<file path="src/rtl/stopwatch_timekeeper.sv">
// Stopwatch timekeeping core: button conditioning, run/pause FSM, one-second
// prescaler and mm:ss counter feeding the seven-segment driver.
module stopwatch_timekeeper #(
  parameter int unsigned TICKS_PER_SECOND = 50_000_000
) (
  input  logic       clock,
  input  logic       reset,
  input  logic       start_stop,
  input  logic       clear,
  output logic [5:0] minutes,
  output logic [5:0] seconds,
  output logic       running,
  output logic       rollover
);

  localparam int unsigned PW = (TICKS_PER_SECOND > 1) ? $clog2(TICKS_PER_SECOND) : 1;
  localparam logic [PW-1:0] P_LAST = PW'(TICKS_PER_SECOND - 1);

  typedef enum logic [1:0] {
    S_IDLE,
    S_RUNNING,
    S_PAUSED
  } state_t;

  state_t        r_state;
  state_t        w_next;
  logic [2:0]    r_ss_sync;
  logic [2:0]    r_clr_sync;
  logic [PW-1:0] r_presc;
  logic [5:0]    r_minutes;
  logic [5:0]    r_seconds;
  logic          r_running;
  logic          r_rollover;
  logic          w_ss_evt;
  logic          w_clr_evt;
  logic          w_tick;
  logic          w_sec_last;
  logic          w_min_last;

  // Bit 0 = s1, bit 1 = s2, bit 2 = history flop s3.
  always_ff @(posedge clock or negedge reset) begin
    if (!reset) begin
      r_ss_sync  <= '0;
      r_clr_sync <= '0;
    end else begin
      r_ss_sync  <= {r_ss_sync[1:0], start_stop};
      r_clr_sync <= {r_clr_sync[1:0], clear};
    end
  end

  assign w_ss_evt  = r_ss_sync[1] & ~r_ss_sync[2];
  assign w_clr_evt = r_clr_sync[1] & ~r_clr_sync[2];

  always_ff @(posedge clock or negedge reset) begin
    if (!reset) begin
      r_state <= S_IDLE;
    end else begin
      r_state <= w_next;
    end
  end

  always_comb begin
    w_next = r_state;
    if (w_clr_evt) begin
      w_next = S_IDLE;
    end else if (w_ss_evt) begin
      case (r_state)
        S_IDLE:    w_next = S_RUNNING;
        S_RUNNING: w_next = S_PAUSED;
        S_PAUSED:  w_next = S_RUNNING;
        default:   w_next = S_IDLE;
      endcase
    end
  end

  assign w_tick     = (r_state == S_RUNNING) && (r_presc == P_LAST);
  assign w_sec_last = (r_seconds == 6'd59);
  assign w_min_last = (r_minutes == 6'd59);

  // Clear outranks both the prescaler advance and any coincident tick.
  always_ff @(posedge clock or negedge reset) begin
    if (!reset) begin
      r_presc    <= '0;
      r_minutes  <= '0;
      r_seconds  <= '0;
      r_running  <= 1'b0;
      r_rollover <= 1'b0;
    end else begin
      r_rollover <= 1'b0;
      r_running  <= (w_next == S_RUNNING);
      if (w_clr_evt) begin
        r_presc   <= '0;
        r_minutes <= '0;
        r_seconds <= '0;
      end else if (r_state == S_RUNNING) begin
        if (w_tick) begin
          r_presc <= '0;
          if (!w_sec_last) begin
            r_seconds <= r_seconds + 6'd1;
          end else begin
            r_seconds <= '0;
            if (!w_min_last) begin
              r_minutes <= r_minutes + 6'd1;
            end else begin
              r_minutes  <= '0;
              r_rollover <= 1'b1;
            end
          end
        end else begin
          r_presc <= r_presc + 1'b1;
        end
      end
    end
  end

  assign minutes  = r_minutes;
  assign seconds  = r_seconds;
  assign running  = r_running;
  assign rollover = r_rollover;

endmodule

</file>
<file path="config.mk">
export PLATFORM = sky130hd
export DESIGN_NAME = stopwatch_timekeeper
export DESIGN_NICKNAME = d
export VERILOG_FILES = /design/src/rtl/stopwatch_timekeeper.sv
export SDC_FILE = /design/constraint.sdc
export NUM_CORES = 1
export LEC_CHECK = 0
export CORE_AREA = 2 2 84 86
export CTS_CLUSTER_DIAMETER = 200
export DETAILED_ROUTE_END_ITERATION = 16
export DIE_AREA = 0 0 86 88
export DONT_BUFFER_PORTS = 1
export PLACE_DENSITY_LB_ADDON = 0.1
export SKIP_CTS_REPAIR_TIMING = 1
export SLEW_MARGIN = 20
export SYNTH_ARGS = -nofsm -noshare
export SYNTH_HDL_FRONTEND = slang
export SYNTH_SLANG_ARGS = --single-unit
</file>
<file path="constraint.sdc">
create_clock -name clock -period 3.9 [get_ports clock]
set_input_delay 1.17 -clock clock [delete_from_list [all_inputs] [get_ports clock]]
set_output_delay 1.17 -clock clock [all_outputs]
set_load 0.02 [all_outputs]
</file>
==> out/qor.yml <==
root_buffer: "clkbuf_8"
final_cell_area_um2: 2510
synth-seq-cells: 48
gp_congestion: 0.7101
period_needed_ns: 2.568
final-hold-violation-count: 0
finalSetupViolCount: 0
cp.required_ns: 4.09
r2r_start: "seconds[0]"
synthTopCellsByArea: "dfrtp_1 (51%), xor2_1 (6.3%), nor2_1 (5.3%), nand4_1 (3.2%), nand3_1 (3.0%)"
slew_headroom_pct: 38.32
path_max_fanout: 7
drtPass1Iterations: 4
synthFlopType: "dfrtp_1"
die_x_um: 86
cts_buffer_depth: 2
grt_usage_pct: 13.77
core_um2: 6644
path_class: "flop to flop"
clkTransAtPathRegs_ns: 0.09
io_pins: 18
cp_top_family: "simple AND/OR/NAND/NOR gates"
drive_above_1_share_pct: 6.926
drv_slew: 0
synth_top_area_cell: "dfrtp_1"
finalNetCount: 237
grt-ovfl-total: 0
diodes: 0
dieArea_um2: 7568
end_kind: "flop"
drv_cap: 0
wirelength_mm: 4.650
area_growth_pct: 6.476
synth_nets: 238
dr_total_vias: 1641
tns_ns: 0
synth-seq-area-share_pct: 50.96
grt_pass1_wl_mm: 8.135
viasPerCell: 5.277
min_from: "r_ss_sync[0]"
grt_pass1_vias: 1657
grt_max_degree: 49
syn_avg_cell_area_um2: 10.20
synth_commonest_cells: "dfrtp_1 (48), nor2_1 (33), xor2_1 (17), nand2_1 (16), nand3_1 (14)"
cpPeakStageDelay_ns: 0.76
die_h_um: 88
cp_num_buf_inv: 0
clock_sinks: 48
postRouteAntennaNets: 0
hold_ws_ns: 0.3524
slowest_stage: "nor4_2"
syn_area_um2: 2357
vdd_ir_drop_max_mv: 0.1252
synthDistinctLibCells: 43
antenna_found_initial: 0
status: "finished clean"
yosys.area.top_type_share_pct: 50.96
hold_class: "flop to flop"
synth_edf_count: 0
worst_pin_slew_ns: 0.9234
n_fill_cell: 685
yosysMostFrequentCell: "dfrtp_1"
cts_tree: "done"
fin_crit_sh_pct: 65.86
path_cells: "ha_1 > nor2b_1 > nand4_1 > nor4_2 > o2111a_1 > o21ai_0"
post_drt_wl_per_cell_um: 14.95
numCtsBuffers: 5
cp.arrival_ns: 2.76
start_util_pct: 35.48
port_buffers: 0
clock_skew_ns: 0.007176
startpoint: "seconds[0]"
htreeDepth: 2
clock_latency_ns: 0.30
hpwlAfterDp_mm: 3.130
synth.yosys.warnings: 0
rsz0062_at_grt: "no"
power_density_nw_per_um2: 357.8
place_area_um2: 2417
cp-start-kind: "flop"
remaining_drc_errors: 0
timing.fmax_mhz: 389.3
p_leak_uw: 0.001079
synth_cells: 231
num_rows: 30
async_flop_share_pct: 100.0
drt_iter0_drc: 58
-- final timing paths --
path                       depth (start not counted)  slack, ns           end
setup / recovery                                   6       1.33    minutes[4]
hold / removal                                     0       0.35  r_ss_sync[1]
setup reg to reg                                   6       1.33    minutes[4]
hold reg to reg                                    0       0.35  r_ss_sync[1]
max in group asynchronous                          0       3.26   r_presc[19]
min in group asynchronous                          0       0.55    seconds[3]
-- stage by stage --
| stage | worst slack (ns) | power, µW | std cells | utilization [%] |
|---|---|---|---|---|
| final | 1.332 | 898.0 | 311 | 37.78 |
| after floorplan | 1.753 | 590.6 | 231 | - |
| after detailed placement | 1.339 | 604.3 | 303 | 36.38 |
| after global placement | 1.317 | 607.1 | 303 | 36.38 |
| after CTS | 1.315 | 913.3 | 311 | 37.78 |
| after global routing | 1.114 | 943.7 | 311 | 37.78 |
-- logic make-up (layout without fill, tap and decap cells) --
group	count (synthesis)	count (layout)	synth area share [%]
simple gates	113	113	26.17
flops	48	48	50.96
compound gates	30	30	8.970
xor+xnor	25	25	9.289
buf+inv	10	10	2.176
fa+ha+maj	3	3	1.593
mux	2	2	0.8493
-- worst reg2reg max path, delay by kind of cell, from the launching register on --
family          cells  cell delay (ns)
fa+ha+maj           1             0.29
flops               1             0.55
compound gates      2             0.34
simple gates        3             1.27
-- cell usage in the layout (no fill, tap or decap), types with 2 or more instances in the layout --
master     instances
dfrtp_1           48
nor2_1            33
xor2_1            17
nand2_1           16
nand3_1           14
a21oi_1           13
nand4_1           12
xnor2_1            8
and3_1             7
clkbuf_8           6
and4_1             5
nor2b_1            4
nor3_1             4
o21ai_0            3
ha_1               3
mux2i_1            2
nand2b_1           2
nor4_2             2
a2111oi_2          2
nor3b_1            2
o31ai_1            2
nand3b_1           2
or4_1              2
or3_1              2
o2111a_1           2
clkinv_2           2
-- cell type report --
type / count / area [µm²] / area share [%]
clock inverters: 2 / 10.01 / 0.3988
clock buffers: 6 / 82.58 / 3.290
well taps: 80 / 100.1 / 3.988
inverters: 1 / 3.754 / 0.1496
repair buffers: 1 / 7.507 / 0.2991
flip-flops and latches: 48 / 1201 / 47.86
multi-input cells: 173 / 1105 / 44.02
-- flip-flops by register name, indices dropped and copies added, names as in the netlist --
| register | flops |
|---|---|
| running | 1 |
| minutes | 6 |
| r_clr_sync | 3 |
| seconds | 6 |
| r_state | 2 |
| r_ss_sync | 3 |
| rollover | 1 |
| r_presc | 26 |
-- metal layers --
metal | wire [µm] | part of all wire, % | global-route usage, %
met3 | 156 | 3.4 | 3.676
met1 | 2334 | 50 | 19.16
met5 | 0 | 0 | 0
met2 | 2097 | 45 | 21.00
met4 | 61 | 1.3 | 4.329
-- report_power, final --
group	internal [µW]	total, µW	switching [µW]
Sequential	518	541	23.3
Clock	142	304	163
Combinational	20.5	52.5	32.0
No activity file was read; power rests on OpenSTA's default activity.
